`config.mk`:
```
export PLATFORM = sky130hd
export DESIGN_NAME = ram_port_arbiter
export DESIGN_NICKNAME = d
export VERILOG_FILES = /design/src/rtl/ram_port_arbiter.sv
export SDC_FILE = /design/constraint.sdc
export NUM_CORES = 1
export LEC_CHECK = 0
export CAP_MARGIN = 10
export CORE_AREA = 3 3 88 90
export DETAILED_ROUTE_END_ITERATION = 10
export DIE_AREA = 0 0 91 93
export MAX_ROUTING_LAYER = met4
export PLACE_DENSITY = 0.92
export SLEW_MARGIN = 5
export SYNTH_ARGS = -nofsm -noshare
export SYNTH_HDL_FRONTEND = slang
export SYNTH_SLANG_ARGS = --single-unit
```
`constraint.sdc`:
```
create_clock -name clk -period 4.8 [get_ports clk]
set_clock_uncertainty 0.15 [all_clocks]
set_input_delay 0.72 -clock clk [delete_from_list [all_inputs] [get_ports clk]]
set_output_delay 0.72 -clock clk [all_outputs]
set_load 0.01 [all_outputs]
```
`src/rtl/ram_port_arbiter.sv`:
```
// Two-port arbiter in front of a single-port synchronous RAM: round-robin grant,
// one transaction in flight, RAM read latency absorbed. Define FIXED_PRIO_EN for port-0 priority.
module ram_port_arbiter #(
    parameter int RAM_SIZE = 16,
    parameter int DATA_W   = 16,
    parameter int RD_LAT   = 1
) (
    input  logic                clk,
    input  logic                rst,
    input  logic                req0,
    input  logic                req1,
    input  logic                we0,
    input  logic                we1,
    input  logic [RAM_SIZE-1:0] addr0,
    input  logic [RAM_SIZE-1:0] addr1,
    input  logic [DATA_W-1:0]   wdata0,
    input  logic [DATA_W-1:0]   wdata1,
    output logic                ack0,
    output logic                ack1,
    output logic [DATA_W-1:0]   rdata0,
    output logic [DATA_W-1:0]   rdata1,
    output logic [RAM_SIZE-1:0] ram_address,
    output logic                ram_we,
    output logic [DATA_W-1:0]   ram_wdata,
    input  logic [DATA_W-1:0]   ram_rdata,
    output logic                busy,
    output logic [1:0]          dbg_state
);

    // Handshake: a requester raises reqN with stable we/addr/wdata and keeps it high until
    // ackN pulses for one cycle; req is only sampled in IDLE, so a req still high then is new.

    typedef enum logic [1:0] {
        S_IDLE   = 2'd0,
        S_ACCESS = 2'd1,
        S_WAIT   = 2'd2,
        S_ACK    = 2'd3
    } state_e;

    localparam int CNT_W = (RD_LAT > 1) ? $clog2(RD_LAT) : 1;

    state_e              state_q,      state_d;
    logic                winner_q,     winner_d;
    logic                last_grant_q, last_grant_d;
    logic                we_q,         we_d;
    logic [RAM_SIZE-1:0] addr_q,       addr_d;
    logic [DATA_W-1:0]   wdata_q,      wdata_d;
    logic [CNT_W-1:0]    cnt_q,        cnt_d;
    logic [DATA_W-1:0]   rdata0_q,     rdata0_d;
    logic [DATA_W-1:0]   rdata1_q,     rdata1_d;

    logic grant1;

    always_comb begin
`ifdef FIXED_PRIO_EN
        grant1 = !req0;
`else
        // Port 1 wins when alone, or when both ask and port 0 had the previous grant.
        grant1 = req1 && (!req0 || !last_grant_q);
`endif
    end

    always_comb begin
        state_d      = state_q;
        winner_d     = winner_q;
        last_grant_d = last_grant_q;
        we_d         = we_q;
        addr_d       = addr_q;
        wdata_d      = wdata_q;
        cnt_d        = cnt_q;
        rdata0_d     = rdata0_q;
        rdata1_d     = rdata1_q;
        case (state_q)
            S_IDLE: begin
                if (req0 || req1) begin
                    winner_d     = grant1;
                    last_grant_d = grant1;
                    we_d         = grant1 ? we1    : we0;
                    addr_d       = grant1 ? addr1  : addr0;
                    wdata_d      = grant1 ? wdata1 : wdata0;
                    state_d      = S_ACCESS;
                end
            end
            S_ACCESS: begin
                if (we_q) begin
                    state_d = S_ACK;
                end else begin
                    cnt_d   = CNT_W'(RD_LAT - 1);
                    state_d = S_WAIT;
                end
            end
            S_WAIT: begin
                if (cnt_q == '0) begin
                    if (winner_q) begin
                        rdata1_d = ram_rdata;
                    end else begin
                        rdata0_d = ram_rdata;
                    end
                    state_d = S_ACK;
                end else begin
                    cnt_d = cnt_q - CNT_W'(1);
                end
            end
            S_ACK: begin
                state_d = S_IDLE;
            end
            default: begin
                state_d = S_IDLE;
            end
        endcase
    end

    always_ff @(posedge clk or posedge rst) begin
        if (rst) begin
            state_q      <= S_IDLE;
            winner_q     <= 1'b0;
            last_grant_q <= 1'b1;
            we_q         <= 1'b0;
            addr_q       <= '0;
            wdata_q      <= '0;
            cnt_q        <= '0;
            rdata0_q     <= '0;
            rdata1_q     <= '0;
        end else begin
            state_q      <= state_d;
            winner_q     <= winner_d;
            last_grant_q <= last_grant_d;
            we_q         <= we_d;
            addr_q       <= addr_d;
            wdata_q      <= wdata_d;
            cnt_q        <= cnt_d;
            rdata0_q     <= rdata0_d;
            rdata1_q     <= rdata1_d;
        end
    end

    // Address and data stay on the latched values through WAIT so the RAM read pipeline sees them.
    assign ram_address = addr_q;
    assign ram_wdata   = wdata_q;
    assign ram_we      = (state_q == S_ACCESS) && we_q;
    assign ack0        = (state_q == S_ACK) && !winner_q;
    assign ack1        = (state_q == S_ACK) && winner_q;
    assign rdata0      = rdata0_q;
    assign rdata1      = rdata1_q;
    assign busy        = (state_q != S_IDLE);
    assign dbg_state   = state_q;

endmodule

```
# [Yosys cells after proc, flatten, opt, wreduce, memory -nomap -nowiden]
# Cells that the tools add are included.
[totals] ram_bits=0 elab_cells=45 out_inout_bits=70 latch_bits=0 register_bits=70 inputBits=86 memories=0 rom_bits=0
[classes] div=0 multipliers=0 n_reduce_logical=17 n_eq_ne=6 addsub=1 n_bitwise=2 order_cmp=0 shift=0 n_mux=10
[op_table] operator="$mux 16" count=2
[op_table] operator="$pmux 2 s4" count=1
[op_table] operator="$ne 2x2->1 const B" count=3
[op_table] operator="$reduce_and 2->1" count=3
[op_table] operator="$reduce_and 3->1" count=2
[op_table] operator="$eq 2x2->1 const B" count=2
[op_table] operator="$logic_and 1x1->1" count=4
[op_table] operator="$mux 1" count=4
[op_table] operator="$mux 2" count=2
[op_table] operator="$reduce_bool 2->1" count=2
[op_table] operator="$logic_not 1->1" count=3
[op_table] operator="$eq 2x1->1 const B" count=1
[op_table] operator="$logic_not 2->1" count=1
[op_table] operator="$logic_or 1x1->1" count=2
[op_table] operator="$not 1->1" count=2
[op_table] operator="$pmux 1 s2" count=1
[op_table] operator="$sub 1x1->1 const B" count=1

# [Depth between registers and ports, before layout]
# Gate-level depths: netlist of run 1.
[depth] depth_word=4 mapped_depth=6

# [Least setup slack after synthesis of run 1]
# Ideal clock, no wire load.
[synth_path] path_kind="reg-to-reg" start="reg state_q[0] (netlist: dbg_state[0])" end="reg state_q[1] (netlist: dbg_state[1])" path_buffers=0 path_slack_ps=3005 required_ps=4525 setup_time_ps=125 period_less_slack_ps=1795 stages_incl_launch_ff=6 t_arrival_ps=1520 path_cell_list="dfrtp_1 -> inv_1 -> ha_1 -> inv_2 -> or3_1 -> mux2_4"
[synth_between] elab_chain_len=3
[synth_rtl] element="start: declaration" line_no="42" text="state_e state_q, state_d;"
[synth_rtl] element="start signal: assignment" line_no="125" text="state_q <= state_d;"
[synth_rtl] element="$eq 2x2->1 or $logic_not 2->1 (tied branches)" line_no="73" text="case (state_q)"
[synth_rtl] element="$ne 2x2->1 (no line)"
[synth_rtl] element="$reduce_and 2->1 (no line)"
# Several ways; a longest one is shown, not always the timed one.
# A chain may end at the register's enable or synchronous reset.

# [Worst setup path in the final report of run 1]
[layout_path] start="reg state_q[0] (netlist: dbg_state[0])" end="out busy"
[layout_between] elab_chain_len=1
[layout_rtl] element="$reduce_bool 2->1" line_no="145" text="assign busy = (state_q != S_IDLE);"
[layout_rtl] element="end: declaration" line_no="26" text="output logic busy,"
# Every way passes these cells.

==> results.txt, run 1 <==
The most frequent cell after synthesis is sky130_fd_sc_hd__dfrtp_1. Setup repair after global routing left no endpoint under its margin. The count of unique library cells instantiated by Yosys is 25. The number of antenna violations at the first check in global routing is 0.

The tool flagged a number of max-cap violations equal to 0. The worst reg2reg path startpoint is dbg_state[0]. The reg-to-reg setup timing slack is 2.46 ns. The number of cells upsized or downsized after cts came out at 0. The highest ir drop seen on vdd came out at 0.319 mV. The critical path data arrival time is 1.81 ns.

The DRC violations left is 0. The hold buffer count at CTS came out at 0. The flow ran to the end, and the final reports show no timing, DRC or antenna violations. The worst setup path is captured at a primary output.

The logic depth of the worst register-to-register path is 5. The synthesized design spends more area on one cell type than any other, namely sky130_fd_sc_hd__dfrtp_1. The post-placement setup slack is 1.97 ns.

In the final layout, the share of cells above drive strength 1 is ~13%. The wire length of the first global-routing pass came out at 13100 um. Counting flops with an async set or reset pin after synthesis yields a share of 100%. The max-slew violation count is 0. The final antenna diode count came out at 0. During synthesis, Yosys emitted a total of 0 warnings. The sequential fraction of the synthesis area came out at 58.9%.

The residual antenna-violating net count after detailed routing came out at 0. The floorplan has 31 rows. The power density relative to cell area is between 600 and 700 nW/um^2. The final setup violation count came out at 0. Summed over all failing endpoints, the final setup total negative slack is 0 ns.

The top cell type by area accounts for 58.0% of the synthesized area. The net count of the finished layout came out at 517. The worst setup path startpoint is dbg_state[0]. The synthesized instance count came out at 274. In this run the tool buffered the top-level ports with 155 buffer cells.

The overall die area is 8460 sq um. By area the synthesized netlist is led by sky130_fd_sc_hd__dfrtp_1, sky130_fd_sc_hd__mux2_2, sky130_fd_sc_hd__a21oi_1. The dominant register cell in the synthesized netlist is sky130_fd_sc_hd__dfrtp_1. The via count of the routed design is between 2000 and 3000. met2 is the most crowded layer.

The total wire length came out at about 8300 um. The final RePlAce weighted congestion came out at 0.855. The post-route minimum period is ~2.7 ns. In the global route stage, met2 resource usage came out at 33.7%.

In this run the static leakage power is 2.02 nW. The core outline area is 7140 sq um. Clock-pin slew was measured on the worst setup and hold paths at approximately 0.070 ns.

Buffers inserted during clock tree synthesis total 9. The H-tree level count is 3. The destination of the critical timing path is busy. A synthesized cell averages 10.7 sq um.

After layout, the worst path uses 55.9% of the clock period. The transition time at the pin with the least slew margin came out at 1.18 ns. The total congestion overflow came out at 0. After detailed routing, the number of vias per cell comes to approximately 5.

In this run the post-CTS setup repair buffer count came out at 0. The CTS tree is yes. The effective utilization at floorplan came out at just over 40%. Data on the critical path is required at its endpoint by 3.93 ns. The HPWL reported at the end of detailed placement came out at 6060 um. The worst setup slack after layout is 2.12 ns. The number of clock sinks came out at 69. The net count of the mapped netlist came out at 364. The critical-path maximum fanout is 6. The clock tree buffer depth came out at 2. The area overhead of the layout relative to synthesis came out at 63.7%. The worst pin sits at a relative slew slack of between 20% and 30%. The netlist area before placement is between 2000 and 3000 sq um.

The clock tree root buffer cell is sky130_fd_sc_hd__clkbuf_8. The total count of hold-check failures in the final report is 0. The worst setup path is launched from a flop. The post-synthesis register bit count came out at 69. The clock latency reported for the late side of the worst-skew pair came out at 0.33 ns.

The count of flip-flops with a built-in enable after synthesis is 0. Ranked by instance count, the synthesized netlist is headed by sky130_fd_sc_hd__dfrtp_1, sky130_fd_sc_hd__a21oi_1, sky130_fd_sc_hd__nand2_1, sky130_fd_sc_hd__nor2_1, sky130_fd_sc_hd__mux2_2. The critical path in this run is classified as flop to primary output. The completed layout was analyzed and its total power is 0.00315 W. The number of I/O pins is 156. Entering global routing, the biggest net connects 49 pins.

The floorplan die width is 91 um. For this run, the detailed router's first-pass iteration total came to 4. In the final routed layout, each cell accounts on average for 15.5 um. The number of global-route vias before repair came out at roughly 2800. Global routing consumed, on the met1 layer, 23.8% of the routing resources. Across all hold checks on the routed design, the worst slack comes to around 0.35 ns. The endpoint identified for the worst register-to-register timing path is we_q. The vertical extent of the die came out at 93 um. The fraction of met3 tracks used by global routing came out at 4.75%. The overall fraction of global-route tracks in use is 20.0%. The detailed router's first-iteration violation count is 105. The class of the worst hold path is flop to flop.

Timing would allow up to around 370 MHz.
stage by stage:
| step | util [%] | cells | instance area (sq um) |
|---|---|---|---|
| floorplan | - | 274 | 2930 |
| global placement | 63.8 | 515 | 4560 |
| detailed placement | 63.8 | 515 | 4560 |
| CTS | 67.3 | 531 | 4800 |
| global route | 67.3 | 531 | 4800 |
| finish | 67.3 | 531 | 4800 |
per-layer routing:
| metal | wire length [um] | vias to the layer above |
|---|---|---|
| li1 | - | 1233 |
| met1 | 3380 | 1269 |
| met2 | 4170 | 133 |
| met3 | 553 | 16 |
| met4 | 144 | 0 |
| met5 | 0 | - |
worst min path at each step:
stage,cells past startpoint,endpoint,startpoint
3_5_place_dp,1,rdata0[14],rdata0[14]
3_3_place_gp,1,rdata1[15],rdata1[15]
5_1_grt,1,rdata1[6],rdata1[6]
4_1_cts,1,rdata0[14],rdata0[14]
6_report,1,rdata0[14],rdata0[14]
2_1_floorplan,2,we_q,we_q
report_power, final:
part	switching (W)	internal, W	leakage (nW)
Combinational	0.000648	0.000872	1.12
Clock	0.000216	0.000358	0.119
Sequential	0.000171	0.000887	0.787
logic make-up after synthesis:
logic type      synth area share, %
buf+inv                        3.24
simple gates                   9.77
compound gates                 13.3
flops                          58.9
mux                            13.1
fa+ha+maj                      1.71
worst max-delay path, cell delays in order, from the launching register on:
cell and delay (ns):
sky130_fd_sc_hd__dfrtp_1 0.45, sky130_fd_sc_hd__inv_1 0.10, sky130_fd_sc_hd__ha_1 0.28, sky130_fd_sc_hd__inv_2 0.10, sky130_fd_sc_hd__clkdlybuf4s50_1 0.54
final cells by class:
| cell class | count | area, sq um |
|---|---|---|
| clock buffers | 10 | 138 |
| well taps | 99 | 124 |
| clock inverters | 6 | 110 |
| repair buffers | 158 | 1570 |
| inverters | 4 | 15.0 |
| fillers | 581 | 2330 |
| flip-flops and latches | 69 | 1730 |
| multi-input cells | 185 | 1110 |
layout by cell type (no fill, tap or decap), types with 3 or more instances in the layout:
master / count
sky130_fd_sc_hd__nor2_1: 33
sky130_fd_sc_hd__mux2_2: 32
sky130_fd_sc_hd__clkdlybuf4s50_1: 155
sky130_fd_sc_hd__ha_1: 4
sky130_fd_sc_hd__nand2_1: 35
sky130_fd_sc_hd__bufinv_16: 3
sky130_fd_sc_hd__buf_4: 3
sky130_fd_sc_hd__clkbuf_8: 10
sky130_fd_sc_hd__a21oi_1: 67
sky130_fd_sc_hd__dfrtp_1: 68
registers in the layout (all words and copies together) (netlist names):
register and cells:
rdata0 16, ram_address 16, dbg_state 2, we_q 1
ram_wdata 16, winner_q 1, last_grant_q 1, rdata1 16
Note: power is estimated with default switching activity, not from simulation.
==> run 2: changes to the inputs <==
--- a/config.mk
+++ b/config.mk
@@ -6,11 +6,11 @@
 export NUM_CORES = 1
 export LEC_CHECK = 0
 export CAP_MARGIN = 10
-export CORE_AREA = 3 3 88 90
+export CORE_AREA = 3 3 96 98
 export DETAILED_ROUTE_END_ITERATION = 10
-export DIE_AREA = 0 0 91 93
+export DIE_AREA = 0 0 99 101
 export MAX_ROUTING_LAYER = met4
-export PLACE_DENSITY = 0.92
+export PLACE_DENSITY = 0.82
 export SLEW_MARGIN = 5
 export SYNTH_ARGS = -nofsm -noshare
 export SYNTH_HDL_FRONTEND = slang
==> constraint.sdc (replaced) <==
create_clock -name clk -period 2.4 [get_ports clk]
set_clock_uncertainty 0.15 [all_clocks]
set_input_delay 0.36 -clock clk [delete_from_list [all_inputs] [get_ports clk]]
set_output_delay 0.36 -clock clk [all_outputs]
set_load 0.01 [all_outputs]
==> run 2 against run 1 <==
Die area increased by 18%. Register-to-register slack got worse by 1.9 ns. Core utilization decreased by 10 points. Final cell count increased by 2.8%. Global-route usage decreased by 2.5 points. Worst setup slack got worse by 2.0 ns. Via count increased by 1.2%. Largest cell class unchanged. Highest routed layer unchanged.
==> results.txt, run 2 (synthesis gave the netlist of run 1 again) <==
The library cell used most frequently in the layout, excluding fill and tap cells, is sky130_fd_sc_hd__clkdlybuf4s50_1. The overall die area is 10000 sq um. The core outline area is between 8000 and 9000 sq um.

The number of global-route vias before repair is 2808. The top cell family by delay on the critical path is buffers and inverters. The signal on the critical path passes through inv_1, ha_1, inv_2, clkdlybuf4s50_1. The nature of the critical path endpoint is a primary output. The flow ran to the end, and the final reports show no timing, DRC or antenna violations.

The number of antenna diodes in the final layout is 0. The number of antenna violations at the first check in global routing is 0. The floorplan die width came out at around 100 um. Together, buffers and inverters on the worst path number 3.

The maximum clock frequency is 436 MHz. The startpoint identified for the worst register-to-register timing path is dbg_state[0]. The analysis attributes to cell leakage a power of 2.06 nW. The highest ir drop seen on vdd came out at around 0.53 mV. The routed length per placed instance is 15.4 um. On the worst path, the slowest cell contributes a delay of 0.54 ns. No sink is reached through more buffers than the 2 on the longest clock path. The largest individual stage delay along the critical path comes from the cell sky130_fd_sc_hd__clkdlybuf4s50_1.

The finished layout holds 546 standard cells, fillers aside. Once the floorplan was initialized, standard cells occupied 34.3% of the core. Clock latency on the worst-skew pair, taken at its later pin, is 0.33 ns.

The number of max-cap violations came out at 0. The number of post-CTS setup repair buffers is 0. The post-route minimum period came out at about 2.3 ns. The total area of sequential cells came out at roughly 1700 sq um. The H-tree level count came out at 3. The clock tree root buffer cell is sky130_fd_sc_hd__clkbuf_8.

The floorplan step set the die height to a little over 100 um. The share of the cycle needed by the critical path after routing came out at a little over nine tenths. The wire length of the first global-routing pass came out at 13400 um.

The setup TNS after final layout came out at 0 ns. Clock-pin slew was measured on the worst setup and hold paths at 0.08 ns. TritonCTS built the clock tree. The length of the first detailed-routing pass in iterations came out at 4.

In the routed layout, each cell is associated on average with a via count of 4.91. The required time at the worst-slack endpoint is around 1.9 ns. The kind of launch point of the worst setup path is a flop.

The critical path data arrival time is 1.78 ns. Counting the buffers created by CTS gives 9. The HPWL reported at the end of detailed placement is 6350 um. The number of clock sinks came out at 69. The total congestion overflow came out at 0. The worst hold path belongs to the class primary input to async pin. The detail route stage leaves a number of antenna-violating nets equal to 0.

The total count of hold-check failures in the final report is 0. The transition time at the pin with the least slew margin came out at ~0.7 ns. The worst setup path is of the flop to primary output kind. Setup repair after global routing left no endpoint under its margin. Setup violations remaining at the end of the flow were counted as 0. From synthesis to final layout, the design area changed by 66.4%. The total wire length is 8410 um. The power density relative to cell area is about 1300 nW/um^2. The tightest slew margin relative to the limit came out at 53.7%. The via count of the routed design came out at 2683. The fraction of the core area covered by cells at the end of the flow came out at 57.1%. The max-slew violation count came out at 0. The final RePlAce weighted congestion is 0.747.

During I/O placement, the number of pins put on the boundary was 156. The most critical setup path has its startpoint at dbg_state[1]. Hold repair after CTS inserted 0 buffers. The total placed cells including tap cells is 530. The top cell types in the final layout, fill and taps aside, are sky130_fd_sc_hd__clkdlybuf4s50_1, sky130_fd_sc_hd__a21oi_1, sky130_fd_sc_hd__dfrtp_1, sky130_fd_sc_hd__nand2_1, sky130_fd_sc_hd__nor2_1. Of the cells placed in the final design, the portion with a size suffix greater than 1 is 14.8%. The area occupied by multi-input gates came out at 1110 sq um.

The fill cell instance count of the final layout came out at roughly 740. Entering global routing, the biggest net connects 35 pins. After the first detailed-routing iteration, the DRC count stood at 45. Timing analysis after detailed placement gives a worst setup slack of 0.247 ns. In this run the tool buffered the top-level ports with 155 buffer cells. The count of standard-cell rows came out at 34. The DRC violations left is 0. The number of gates resized after CTS was 0. The overall fraction of global-route tracks in use is between 10% and 20%.

Of all nets on the critical path, the largest fanout is 6. The worst path meets setup with 0.108 ns of slack. The net count of the finished layout is roughly 520.
run 2: cell count changes in the layout (fill, tap and decap cells not counted), sizes merged:
cell      before  now
inv            4    5
clkbuf        10   11
clkinvlp       2    1
bufinv         3    2
buf            3    9
run 2: final timing paths:
path / end / slack (ns) / cells past startpoint
worst max-delay path: busy / 0.11 / 4
worst min-delay path: ram_address[7] / 0.23 / 2
worst max register to register: dbg_state[1] / 0.52 / 5
worst min register to register: rdata1[7] / 0.36 / 1
max in group asynchronous: rdata1[7] / 1.36 / 3
min in group clk: rdata1[7] / 0.36 / 1
run 2: power by group:
| group | switching, W | total, W | internal (W) |
|---|---|---|---|
| clock | 0.000447 | 0.00109 | 0.000644 |
| sequential | 0.000335 | 0.00211 | 0.00178 |
| combinational | 0.00131 | 0.00310 | 0.00179 |
run 2: final cells by class:
class | instances | area share [%]
clock inverters | 5 | 1.67
repair buffers | 164 | 33.9
flip-flops and latches | 69 | 35.4
multi-input cells | 185 | 22.8
clock buffers | 11 | 3.10
well taps | 108 | 2.77
inverters | 4 | 0.307
run 2: per-layer routing:
layer / part of all wire (%) / track usage (%)
met1: 42 / 20.8
met2: 49 / 28.0
met3: 7.8 / 4.84
met4: 1.2 / 7.14
met5: 0 / -
run 2: metrics by stage:
| step | cell area, sq um | total power [W] | hold WS [ns] |
|---|---|---|---|
| global placement | 4650 | 0.00515 | 0.337 |
| floorplan | 2930 | 0.00356 | 0.283 |
| detailed placement | 4650 | 0.00527 | 0.342 |
| global route | 4880 | 0.00673 | 0.256 |
| finish | 4880 | 0.00630 | 0.233 |
| CTS | 4880 | 0.00638 | 0.244 |
